## config.mk

```make
export PLATFORM = sky130hd
export DESIGN_NAME = bus_sequencer
export DESIGN_NICKNAME = d
export VERILOG_FILES = /design/src/rtl/cpu_pkg.sv /design/src/rtl/ir_field_latch.sv /design/src/rtl/bus_sequencer.sv
export SDC_FILE = /design/constraint.sdc
export NUM_CORES = 1
export LEC_CHECK = 0
export ABC_AREA = 1
export CAP_MARGIN = 0
export CORE_ASPECT_RATIO = 1.75
export CORE_MARGIN = 3
export CORE_UTILIZATION = 46
export CTS_BUF_LIST = sky130_fd_sc_hd__clkbuf_2
export CTS_CLUSTER_SIZE = 8
export DETAILED_ROUTE_END_ITERATION = 10
export GPL_TIMING_DRIVEN = 0
export MAX_ROUTING_LAYER = met4
export PLACE_DENSITY = 0.86
export SETUP_SLACK_MARGIN = 0.2
export SLEW_MARGIN = 40
export SYNTH_ARGS = -nofsm -noshare
export SYNTH_HDL_FRONTEND = slang
export SYNTH_SLANG_ARGS = --single-unit
export TNS_END_PERCENT = 50
```

## constraint.sdc

```tcl
create_clock -name clk -period 3.1 [get_ports clk]
set_input_delay 0.775 -clock clk [delete_from_list [all_inputs] [get_ports clk]]
set_output_delay 0.775 -clock clk [all_outputs]
set_load 0.02 [all_outputs]
```

## src/rtl/cpu_pkg.sv

```systemverilog
// Shared definitions for the datapath control sequencer: bus source codes,
// opcodes, sequencer states and small opcode classification helpers.
package cpu_pkg;

   localparam logic [4:0] SEL_HI      = 5'd16;
   localparam logic [4:0] SEL_LO      = 5'd17;
   localparam logic [4:0] SEL_ZHI     = 5'd18;
   localparam logic [4:0] SEL_ZLO     = 5'd19;
   localparam logic [4:0] SEL_PC      = 5'd20;
   localparam logic [4:0] SEL_MDR     = 5'd21;
   localparam logic [4:0] SEL_INPORT  = 5'd22;
   localparam logic [4:0] SEL_SIGNEXT = 5'd23;
   localparam logic [4:0] SEL_NONE    = 5'd31;

   localparam logic [4:0] OP_ADD  = 5'd0;
   localparam logic [4:0] OP_SUB  = 5'd1;
   localparam logic [4:0] OP_AND  = 5'd2;
   localparam logic [4:0] OP_OR   = 5'd3;
   localparam logic [4:0] OP_SHR  = 5'd4;
   localparam logic [4:0] OP_SHL  = 5'd5;
   localparam logic [4:0] OP_ROR  = 5'd6;
   localparam logic [4:0] OP_ROL  = 5'd7;
   localparam logic [4:0] OP_ADDI = 5'd8;
   localparam logic [4:0] OP_MUL  = 5'd9;
   localparam logic [4:0] OP_DIV  = 5'd10;

   typedef enum logic [3:0] {
      IDLE, T0, T1, T2, T3, T4, T5, T6, DONE
   } state_t;

   function automatic logic op_legal(input logic [4:0] op);
      return op <= OP_DIV;
   endfunction

   // mul/div produce a 64-bit result split across LO and HI.
   function automatic logic op_muldiv(input logic [4:0] op);
      return (op == OP_MUL) || (op == OP_DIV);
   endfunction

endpackage

```

## src/rtl/ir_field_latch.sv

```systemverilog
// Holds the instruction fields for the rest of the instruction and expands
// the destination register number into a one-hot load vector.
module ir_field_latch
   import cpu_pkg::*;
(
   input  logic        clk,
   input  logic        clr_n,
   input  logic        capture,
   input  logic [31:0] ir,
   output logic [4:0]  opcode,
   output logic [3:0]  ra,
   output logic [3:0]  rb,
   output logic [3:0]  rc,
   output logic [15:0] ra_onehot
);

   logic unused_ir_low;
   assign unused_ir_low = ^ir[14:0];

   // NOTE: clocked state uses non-blocking assignments so every register
   // samples pre-edge values, independent of statement order.
   always_ff @(posedge clk or negedge clr_n) begin
      if (!clr_n) begin
         opcode <= '0;
         ra     <= '0;
         rb     <= '0;
         rc     <= '0;
      end else if (capture) begin
         opcode <= ir[31:27];
         ra     <= ir[26:23];
         rb     <= ir[22:19];
         rc     <= ir[18:15];
      end
   end

   assign ra_onehot = 16'h0001 << ra;

endmodule

```

## src/rtl/bus_sequencer.sv

```systemverilog
// Multi-cycle control sequencer: fetches, decodes and steps one instruction
// per start, driving the bus source select and all datapath load enables.
module bus_sequencer
   import cpu_pkg::*;
#(
   parameter int MEM_TIMEOUT = 15
) (
   input  logic        clk,
   input  logic        clr_n,
   input  logic        start,
   input  logic [31:0] ir,
   input  logic        mem_ready,
   output logic [4:0]  bus_sel,
   output logic        mar_in,
   output logic        inc_pc,
   output logic        mem_read,
   output logic        mdr_in,
   output logic        ir_in,
   output logic        y_in,
   output logic        z_in,
   output logic        hi_in,
   output logic        lo_in,
   output logic [4:0]  alu_op,
   output logic [15:0] reg_in,
   output logic        busy,
   output logic        done,
   output logic        fault
);

   localparam int CNT_W = (MEM_TIMEOUT > 1) ? $clog2(MEM_TIMEOUT) : 1;
   localparam logic [CNT_W-1:0] TO_LAST = CNT_W'((MEM_TIMEOUT > 0) ? MEM_TIMEOUT - 1 : 0);

   state_t           state;
   logic [CNT_W-1:0] wait_cnt;
   logic             fault_flag;

   logic [4:0]  opcode;
   logic [3:0]  ra;
   logic [3:0]  rb;
   logic [3:0]  rc;
   logic [15:0] ra_onehot;

   ir_field_latch u_fields (
      .clk       (clk),
      .clr_n     (clr_n),
      .capture   (state == T2),
      .ir        (ir),
      .opcode    (opcode),
      .ra        (ra),
      .rb        (rb),
      .rc        (rc),
      .ra_onehot (ra_onehot)
   );

   always_ff @(posedge clk or negedge clr_n) begin
      if (!clr_n) begin
         state      <= IDLE;
         wait_cnt   <= '0;
         fault_flag <= 1'b0;
      end else begin
         case (state)
            IDLE: if (start) begin
               state      <= T0;
               fault_flag <= 1'b0;
            end
            T0: state <= T1;
            T1: begin
               if (mem_ready) begin
                  state    <= T2;
                  wait_cnt <= '0;
               end else if (MEM_TIMEOUT != 0) begin
                  if (wait_cnt == TO_LAST) begin
                     state      <= DONE;
                     fault_flag <= 1'b1;
                  end else begin
                     wait_cnt <= wait_cnt + 1'b1;
                  end
               end
            end
            T2: state <= T3;
            T3: begin
               if (op_legal(opcode)) begin
                  state <= T4;
               end else begin
                  state      <= DONE;
                  fault_flag <= 1'b1;
               end
            end
            T4: state <= T5;
            T5: state <= op_muldiv(opcode) ? T6 : DONE;
            T6: state <= DONE;
            DONE: begin
               state      <= IDLE;
               wait_cnt   <= '0;
               fault_flag <= 1'b0;
            end
            default: state <= IDLE;
         endcase
      end
   end

   assign busy = (state != IDLE);

   // NOTE: every output gets a default before the case so no path through
   // the block leaves a value unassigned, which would infer a latch.
   always_comb begin
      bus_sel  = SEL_NONE;
      mar_in   = 1'b0;
      inc_pc   = 1'b0;
      mem_read = 1'b0;
      mdr_in   = 1'b0;
      ir_in    = 1'b0;
      y_in     = 1'b0;
      z_in     = 1'b0;
      hi_in    = 1'b0;
      lo_in    = 1'b0;
      alu_op   = '0;
      reg_in   = '0;
      done     = 1'b0;
      fault    = 1'b0;
      case (state)
         T0: begin
            bus_sel = SEL_PC;
            mar_in  = 1'b1;
            inc_pc  = 1'b1;
         end
         T1: begin
            mem_read = 1'b1;
            // MDR loads in the same cycle memory reports valid data.
            mdr_in   = mem_ready;
         end
         T2: begin
            bus_sel = SEL_MDR;
            ir_in   = 1'b1;
         end
         T3: if (op_legal(opcode)) begin
            bus_sel = {1'b0, rb};
            y_in    = 1'b1;
         end
         T4: begin
            bus_sel = (opcode == OP_ADDI) ? SEL_SIGNEXT : {1'b0, rc};
            z_in    = 1'b1;
            alu_op  = opcode;
         end
         T5: begin
            bus_sel = SEL_ZLO;
            if (op_muldiv(opcode)) lo_in  = 1'b1;
            else                   reg_in = ra_onehot;
         end
         T6: begin
            bus_sel = SEL_ZHI;
            hi_in   = 1'b1;
         end
         DONE: begin
            done  = 1'b1;
            fault = fault_flag;
         end
         default: ;
      endcase
   end

endmodule

```

==> impl_metrics.csv, run 1 <==
group,metric,value,unit
critical_path,critPathMaxStageDelay,0.61,ns
critical_path,path_buf_inv,4,
synth,netlist_top_cells_area,"dfrtp_1, nand2_1, nand3_1",
finish,drive_gt1_frac,0.1185,
grt,grt_max_degree,27,
clock_tree,cts_htree_levels,1,
critical_path,crit_type,"reg2out",
power_and_ir_drop,powerDensity,733.9,nW/µm²
synth,syn_inst,225,
critical_path,r2r-start,"wait_cnt[0]",
critical_path,path_cells,"inv_1 -> nand2_2 -> clkinv_2 -> nand2_2 -> clkinv_2 -> nand3_2 -> nor2_1 -> clkdlybuf4s50_1",
synth,ys_seq_area_frac,0.4111,
timing,maxSlewViolCount,0,
power_and_ir_drop,ir_drop,490.0,µV
critical_path,arrival,2.12,ns
critical_path,required,2.32,ns
finish,final_nets,326,
route,ant_nets,0,
critical_path,start_kind,"flop",
route,via_per_inst,5.139,
floorplanning,die_h,83.60,µm
timing,rsz0062_at_grt,"true",
synth,yosys.cell_types.count,24,
clock_tree,clk_path_buf_depth,2,
clock_tree,ctsHoldBuffers,0,
floorplanning,io_pins,74,
route,dr.pass1.iters,4,
timing,hold_viol,0,
critical_path,r2r_cells,9,
grt,grt_first_pass_wirelength,7051,µm
floorplanning,initial_utilization,0.4932,
floorplanning,rows,27,
timing,clock_skew,0.003316,ns
finish,antenna-diode-count,0,
critical_path,cp_max_fo,8,
hold_path,worstHoldPathType,"in2async",
timing,max_freq,0.3458,GHz
clock_tree,clkTransAtPathRegs,0.24,ns
floorplanning,die-width,50.34,µm
grt,gr-total-overflow,0,
floorplanning,coreArea,3209,µm²
synth,synth_area_per_cell,7.035,µm²
grt,grt_pass1_vias,1696,
placed_design,gp_congestion,0.8599,
timing,period_share,0.9329,
critical_path,cp_top_family,"buffers and inverters",
clock_tree,numCtsBuffers,3,
timing,tightest_slew,0.5834,ns
clock_tree,root_buffer,"clkbuf_2",
finish,layout_commonest_cell,"nand2_1",
route,drc,0,
finish,area_delta_synth_final,43.24,%
grt,antenna_found_initial,0,
route,drt-initial-drc-count,50,
synth,synth.net_count,263,
floorplanning,die_area,4208,µm²
placed_design,hpwl,3460,µm
route,wl_per_cell,13.05,µm
clock_tree,post_cts_buffers,0,
critical_path,slowest_stage,"clkdlybuf4s50_1",
clock_tree,clock_latency,0.36,ns
run_status,status,"finished, final reports clean",
synth,synth_top_area_share,0.4111,
critical_path,r2r_end,"fault_flag",
power_and_ir_drop,p_leak,1.310,nW
timing,setup-violations-final,0,
synth,synth_area,1583,µm²
placed_design,place_ws,0.2532,ns
synth,yosysTopAreaCell,"dfrtp_1",
timing,tns,0,ns
finish,n_fill_cell,264,
timing,period_minus_slack,2.892,ns
timing,setup_slack,0.2080,ns
clock_tree,cts_tree,"yes",
critical_path,critPathCaptureType,"output port",
route,routed_wl,4306,µm
critical_path,r2r_setup_slack,1.58,ns
clock_tree,clock_sinks,26,
finish,final_cell_mix,"nand2_1, clkdlybuf4s50_1, nor2_1, dfrtp_1, inv_1",
job,maxCapViolations,0,
critical_path,crit_cells,8,
route,vias,1696,
synth,yosysWarnings,0,
synth,synth-seq-cells,26,
grt,track_usage,0.2156,
placed_design,port-buffer-count,58,
timing,slew_headroom,0.6111,
## worst register-to-register path, cell delays in order (launching register included)
cell and delay [ns]:
dfrtp_1 0.47, inv_1 0.11, ha_1 0.15, nand3_1 0.15, nor2_1 0.17, nor2_1 0.07, nor2_1 0.15, nand3_1 0.09
nand2_1 0.06, nand2_1 0.04
## synth_stat cells
cell type	number
dfrtp_1	26
or2_1	1
inv_2	4
nor2_2	10
a31oi_1	1
nand4_1	9
nand2_2	2
nor3_1	1
clkinv_1	1
o21ai_0	15
buf_4	2
clkbuf_1	1
nor2_4	3
clkinv_2	2
inv_1	24
nand3_2	1
nor2_1	27
nand2_1	63
buf_2	1
nand3_1	24
ha_1	2
xor2_1	2
buf_6	1
a21oi_1	2
## metal layers
metal  global-route usage  wire [µm]  vias up
li1                     -          -      833
met1               0.2002       1522      783
met2               0.4250       2457       71
met3              0.01789        229        9
met4              0.08824         96        0
met5                    -          0        -
## cells by family (layout without fill, tap and decap cells)
logic type               count (synthesis)  after routing  synth area share
AO/OA/AOI/OAI                           18             18           0.05771
XOR/XNOR                                 2              2           0.01107
AND/OR/NAND/NOR                        141            141            0.4071
buffers and inverters                   36             98           0.09722
adder cells (fa/ha/maj)                  2              2           0.01581
flip-flops                              26             26            0.4111
## stage by stage
stage               total power, W  std cells  area [µm²]  hold WS, ns  utilization
finish                    0.001664        330        2267       0.3666       0.7064
global route              0.001799        330        2267       0.3856       0.7064
CTS                       0.001665        330        2218       0.3878       0.6912
detailed placement        0.001545        326        2212       0.4686       0.6893
global placement          0.001514        326        2217       0.4567       0.6908
floorplan                 0.001212        225        1583       0.4419            -
## worst max path at each step
stage / end / startpoint
detailed placement: mdr_in / mem_ready
global placement: mdr_in / mem_ready
global route: reg_in[15] / state[3]
floorplan: reg_in[1] / state[3]
finish: reg_in[15] / state[3]
CTS: reg_in[8] / state[3]
## cell type report
cell class                      count  area [µm²]  share of cell area
Multi-Input combinational cell    163       788.3              0.3477
Sequential cell                    26       651.9              0.2875
Timing Repair Buffer               58       596.8              0.2632
Inverter                           31       122.6             0.05408
Tap cell                           43       53.80             0.02373
Buffer                              5       35.03             0.01545
Clock buffer                        3       15.01            0.006623
Clock inverter                      1       3.754            0.001656
## where the power goes
group          internal [W]  switching [W]
Clock             0.0000280       0.000103
Sequential         0.000487       0.000132
Combinational      0.000346       0.000568
## repair_timing
action | CTS | global route
gates resized for setup | 12 | 17
setup endpoints to repair | 23 | 31
gates cloned | 0 | 0
## sequential cells by signal (all words and copies together), names as in the netlist
signal / flops
fault_flag: 1
state: 4
u_fields.opcode: 5
u_fields.ra: 4
u_fields.rb: 4
u_fields.rc: 4
wait_cnt: 4
No activity file was read; power rests on OpenSTA's default activity.
==> inputs of run 2 (changes only) <==
--- a/config.mk
+++ b/config.mk
@@ -9,16 +9,17 @@
 export CAP_MARGIN = 0
 export CORE_ASPECT_RATIO = 1.75
 export CORE_MARGIN = 3
-export CORE_UTILIZATION = 46
+export CORE_UTILIZATION = 47
 export CTS_BUF_LIST = sky130_fd_sc_hd__clkbuf_2
 export CTS_CLUSTER_SIZE = 8
 export DETAILED_ROUTE_END_ITERATION = 10
 export GPL_TIMING_DRIVEN = 0
 export MAX_ROUTING_LAYER = met4
-export PLACE_DENSITY = 0.86
+export PLACE_DENSITY = 0.85
 export SETUP_SLACK_MARGIN = 0.2
 export SLEW_MARGIN = 40
 export SYNTH_ARGS = -nofsm -noshare
 export SYNTH_HDL_FRONTEND = slang
+export SYNTH_HIERARCHICAL = 1
 export SYNTH_SLANG_ARGS = --single-unit
 export TNS_END_PERCENT = 50
==> run 2 against run 1 <==
Sequential share of layout area down 1.4 points; final area rose by 5.3%; register-to-register slack got worse by 0.02 ns; utilization is 1.8 points lower; fmax down 0.30%; largest power group unchanged.
==> impl_metrics.csv, run 2 <==
group,metric,value,unit
run_status,status,"finished, final reports clean",
critical_path,path_cells,"inv_2 -> nand3_1 -> nor2_2 -> inv_1 -> nor2_1 -> clkdlybuf4s50_1",
route,top_layer,"met4",
hold_path,worstHoldPathType,"in2async",
finish,multiInputGateArea,832.0,µm²
synth,synth.net_count,302,
finish,utilization,0.6883,
clock_tree,clock_latency,0.37,ns
clock_tree,root_buffer,"clkbuf_2",
floorplanning,coreArea,3468,µm²
critical_path,r2r_setup_slack,1.56,ns
job,maxCapViolations,0,
floorplanning,die_area,4498,µm²
route,dr.pass1.iters,4,
grt,grt_pass1_vias,1746,
finish,drive_gt1_frac,0.1315,
synth,synth-edff-count,0,
timing,hold_ws,0.3448,ns
route,via_per_inst,4.871,
timing,tns,0,ns
critical_path,start_kind,"flop",
finish,antenna-diode-count,0,
finish,final-seq-area,651.9,µm²
critical_path,r2r-start,"state[3]",
critical_path,r2r_cells,8,
timing,period_minus_slack,2.901,ns
grt,antenna_found_initial,0,
timing,tightest_slew,0.5844,ns
finish,area_delta_synth_final,37.17,%
finish,max_flop_register,"u_fields/opcode",
route,drt-initial-drc-count,47,
timing,setup-violations-final,0,
power_and_ir_drop,finalPower,0.002055,W
timing,max_freq,0.3448,GHz
clock_tree,cts_htree_levels,1,
timing,hold_viol,0,
route,vias,1812,
timing,clock_skew,0.01245,ns
clock_tree,clkTransAtPathRegs,0.26,ns
critical_path,critPathMaxStageDelay,0.61,ns
synth,ys_seq_area_frac,0.3738,
timing,maxSlewViolCount,0,
synth,yosysTopAreaCell,"dfrtp_1",
finish,final_nets,366,
critical_path,arrival,2.13,ns
route,routed_wl,4549,µm
timing,period_share,0.9357,
grt,grt_max_degree,27,
grt,gr-total-overflow,0,
finish,layout_commonest_cell,"inv_1",
synth,synth_top_area_share,0.3738,
synth,async_reset_ff_frac,1.000,
synth,yosysWarnings,6,
finish,largest_reg_flops,5,
critical_path,r2r_end,"state[0]",
synth,synth_area,1740,µm²
synth,yosys.cell_types.count,24,
route,wl_per_cell,12.23,µm
finish,final_cell_mix,"inv_1, nor2_1, nand2_1, clkdlybuf4s50_1, dfrtp_1",
power_and_ir_drop,ir_drop,710.0,µV
finish,final-instance-count-excl-fill,372,
grt,grt_first_pass_wirelength,7410,µm
placed_design,port-buffer-count,58,
placed_design,placed_cells,367,
timing,rsz0062_at_grt,"true",
floorplanning,initial_utilization,0.5018,
synth,netlist_top_cells_area,"dfrtp_1, inv_1, nor2_1",
route,drc,0,
clock_tree,clock_sinks,26,
power_and_ir_drop,powerDensity,860.8,nW/µm²
floorplanning,die_h,86.50,µm
finish,n_fill_cell,309,
route,dr_wl_met3,216,µm
placed_design,gp_congestion,0.9313,
critical_path,cp_max_fo,7,
floorplanning,rows,28,
route,ant_nets,0,
synth,synth_flop_cell,"dfrtp_1",
route,wl_met2,2431,µm
synth,synth_area_per_cell,6.592,µm²
critical_path,slowest_stage,"clkdlybuf4s50_1",
grt,track_usage,0.2191,
clock_tree,clk_path_buf_depth,2,
critical_path,required,2.32,ns
floorplanning,io_pins,74,
clock_tree,numCtsBuffers,3,
power_and_ir_drop,p_leak,1.233,nW
route,drt-met1-wl,1767,µm
synth,synth-seq-cells,26,
critical_path,crit_type,"reg2out",
clock_tree,ctsHoldBuffers,0,
placed_design,hpwl,3528,µm
synth,syn_inst,264,
synth,yosys-top-cells-count,"inv_1, nor2_1, nand2_1",
floorplanning,die-width,52,µm
critical_path,critical_path.startpoint,"state[0]",
clock_tree,cts_tree,"yes",
timing,slew_headroom,0.6104,
critical_path,critical_path.endpoint,"fault",
critical_path,critPathCaptureType,"output port",
==> run 2: logic make-up (layout without fill, tap and decap cells) <==
family / after synthesis / after routing / synth area share
AO/OA/AOI/OAI: 27 / 27 / 0.07980
XOR/XNOR: 1 / 1 / 0.005033
adder cells (fa/ha/maj): 2 / 2 / 0.01438
buffers and inverters: 67 / 130 / 0.1625
flip-flops: 26 / 26 / 0.3738
AND/OR/NAND/NOR: 141 / 141 / 0.3645
==> run 2: layout make-up <==
| cell class | instances | area share |
|---|---|---|
| clock inverter | 1 | 0.01258 |
| sequential | 26 | 0.2731 |
| buffer | 6 | 0.02254 |
| multi-input combinational | 171 | 0.3485 |
| clock buffer | 3 | 0.006289 |
| tap | 45 | 0.02358 |
| inverter | 61 | 0.09591 |
| timing repair buffer | 59 | 0.2175 |
==> run 2: power breakdown <==
group / switching (W) / internal (W) / leakage [nW]
clock network: 0.000108 / 0.000111 / 0.0266
logic: 0.000758 / 0.000438 / 0.882
registers: 0.000145 / 0.000496 / 0.325
==> run 2: worst min path at each step <==
stage	start	endpoint	slack, ns
after detailed placement	fault_flag	fault_flag	0.48
after floorplan	fault_flag	fault_flag	0.44
final	clr_n	u_fields/rb[1]	0.34
after CTS	clr_n	wait_cnt[2]	0.38
after global placement	fault_flag	fault_flag	0.46
after global routing	clr_n	wait_cnt[2]	0.37
==> run 2: per-layer routing <==
layer / global-route usage / vias to the layer above
met3: 0.01893 / 14
met2: 0.4078 / 61
met5: - / -
met4: 0.08115 / 0
li1: - / 922
met1: 0.2294 / 815
==> run 2: per-stage QoR <==
stage	setup WS, ns	instance area, µm²
global placement	0.1229	2377
CTS	0.1748	2419
finish	0.1994	2387
global route	0.1141	2387
floorplan	0.6640	1740
detailed placement	0.1208	2372
==> run 2: repair_timing <==
item,4_1_cts,5_1_grt
setup buffers,1,0
resized for setup,43,15
pin swaps,2,2
gates cloned,0,0
hold endpoints to repair,0,0
endpoints found under the setup margin,32,22
==> run 2: worst max-delay path, delay by kind of cell (launching register included) <==
kind                   cells  cell delay (ns)
DFF                        1             0.55
buffers and inverters      3             0.81
and+or+nand+nor            3             0.39
==> inputs of run 3 (changes only) <==
--- a/config.mk
+++ b/config.mk
@@ -7,15 +7,14 @@
 export LEC_CHECK = 0
 export ABC_AREA = 1
 export CAP_MARGIN = 0
-export CORE_ASPECT_RATIO = 1.75
-export CORE_MARGIN = 3
+export CORE_ASPECT_RATIO = 0.7
 export CORE_UTILIZATION = 47
 export CTS_BUF_LIST = sky130_fd_sc_hd__clkbuf_2
 export CTS_CLUSTER_SIZE = 8
 export DETAILED_ROUTE_END_ITERATION = 10
 export GPL_TIMING_DRIVEN = 0
 export MAX_ROUTING_LAYER = met4
-export PLACE_DENSITY = 0.85
+export PLACE_DENSITY_LB_ADDON = 0.3
 export SETUP_SLACK_MARGIN = 0.2
 export SLEW_MARGIN = 40
 export SYNTH_ARGS = -nofsm -noshare
==> run 3 against run 2 <==
Cell count increased by 1.1%; wire length is 9.6% lower; die area decreased by 12%; sequential share of layout area down 0.17 points; combinational power is essentially flat; via count fell by 2.6%; critical path depth rose by 1; largest cell class unchanged; highest routed layer unchanged.
==> impl_metrics.csv, run 3 (synthesis results as in run 2) <==
group,metric,value,unit
run_status,status,"finished, final reports clean",
grt,grt_max_degree,27,
placed_design,gp_congestion,0.8956,
placed_design,port-buffer-count,58,
grt,antenna_found_initial,0,
grt,gr-total-overflow,0,
critical_path,critPathCaptureType,"output port",
placed_design,hpwl,3282,µm
finish,final_cell_mix,"inv_1, nor2_1, nand2_1, dfrtp_1, clkdlybuf4s50_1",
power_and_ir_drop,ir_drop,469.8,µV
critical_path,critical_path.startpoint,"state[3]",
route,drc,0,
clock_tree,cts_resized,36,
power_and_ir_drop,powerDensity,838.9,nW/µm²
grt,track_usage,0.2363,
critical_path,r2r-start,"state[2]",
clock_tree,clkTransAtPathRegs,0.25,ns
timing,slew_headroom,0.6220,
floorplanning,die_h,52.91,µm
timing,rsz0062_at_grt,"true",
route,wl_per_cell,10.94,µm
finish,antenna-diode-count,0,
clock_tree,numCtsBuffers,3,
timing,tightest_slew,0.5670,ns
critical_path,crit_type,"reg2out",
floorplanning,die-width,74.73,µm
timing,maxSlewViolCount,0,
critical_path,required,2.32,ns
clock_tree,ctsHoldBuffers,0,
clock_tree,clock_sinks,26,
floorplanning,io_pins,74,
timing,period_share,0.9256,
timing,hold_ws,0.3645,ns
finish,max_flop_register,"u_fields/opcode",
clock_tree,post_cts_buffers,0,
finish,final-instance-count-excl-fill,376,
floorplanning,initial_utilization,0.4922,
route,ant_nets,0,
placed_design,placed_cells,372,
power_and_ir_drop,p_leak,1.269,nW
route,vias,1765,
floorplanning,die_area,3954,µm²
grt,grt_pass1_vias,1550,
power_and_ir_drop,finalPower,0.002015,W
finish,final_nets,365,
clock_tree,cts_tree,"yes",
finish,largest_reg_flops,5,
timing,tns,0,ns
timing,setup-violations-final,0,
critical_path,start_kind,"flop",
critical_path,arrival,2.09,ns
critical_path,cp_max_fo,10,
timing,clock_skew,0.01659,ns
route,via_per_inst,4.694,
route,dr.pass1.iters,4,
hold_path,worstHoldPathType,"in2async",
finish,design_area,2402,µm²
grt,grt_first_pass_wirelength,6817,µm
placed_design,place_area,2379,µm²
clock_tree,root_buffer,"clkbuf_2",
job,maxCapViolations,0,
route,routed_wl,4114,µm
floorplanning,rows,18,
clock_tree,clk_path_buf_depth,2,
finish,layout_commonest_cell,"inv_1",
clock_tree,clock_latency,0.36,ns
clock_tree,cts_htree_levels,1,
finish,area_delta_synth_final,38.03,%
timing,hold_viol,0,
timing,period_minus_slack,2.869,ns
floorplanning,coreArea,3536,µm²
timing,max_freq,0.3485,GHz
finish,drive_gt1_frac,0.1166,
route,drt-initial-drc-count,107,
run 3: metrics by stage:
step | util | worst slack (ns)
detailed placement | 0.6727 | 0.07122
global route | 0.6794 | 0.08060
floorplan | - | 0.6640
CTS | 0.6812 | 0.2250
finish | 0.6794 | 0.2306
global placement | 0.6741 | 0.07132
run 3: path summary, 6_finish.rpt:
check                                 end  slack, ns  depth (start not counted)
max                            reg_in[10]       0.23                          7
max reg2reg                      state[3]       1.65                          8
max in group asynchronous        state[0]       2.33                          1
min in group clk               fault_flag       0.52                          2
min                        u_fields/rc[0]       0.36                          1
min reg2reg                    fault_flag       0.52                          2
run 3: metal layers:
layer | vias up | GRT usage | part of all wire
met3 | 5 | 0.04571 | 0.056
met1 | 782 | 0.3437 | 0.54
met2 | 55 | 0.3498 | 0.40
met5 | - | - | 0
li1 | 923 | - | -
met4 | 0 | 0.03145 | 0.0092
run 3: layout make-up:
| cell class | count | area (µm²) |
|---|---|---|
| fillers | 353 | 1134 |
| flip-flops and latches | 26 | 651.9 |
| plain buffers | 6 | 53.80 |
| inverters | 61 | 229.0 |
| multi-input cells | 171 | 832.0 |
| clock inverters | 1 | 30.03 |
| repair buffers | 58 | 528.0 |
| clock buffers | 3 | 15.01 |
| well taps | 50 | 62.56 |
run 3: worst max-delay path: stages (launching register included):
cell	delay [ns]
dfrtp_1	0.47
inv_2	0.10
nand2_1	0.15
nor3_4	0.22
nand3_4	0.17
buf_6	0.19
nor2_1	0.08
dlygate4sd2_1	0.34
run 3: report_power, final:
| part | switching, W | total (W) | internal (W) | leakage [nW] |
|---|---|---|---|---|
| Clock | 0.0000996 | 0.000211 | 0.000111 | 0.0266 |
| Sequential | 0.000144 | 0.000639 | 0.000496 | 0.325 |
| Combinational | 0.000736 | 0.00117 | 0.000429 | 0.917 |
| Total | 0.000979 | 0.00202 | 0.00104 | 1.27 |
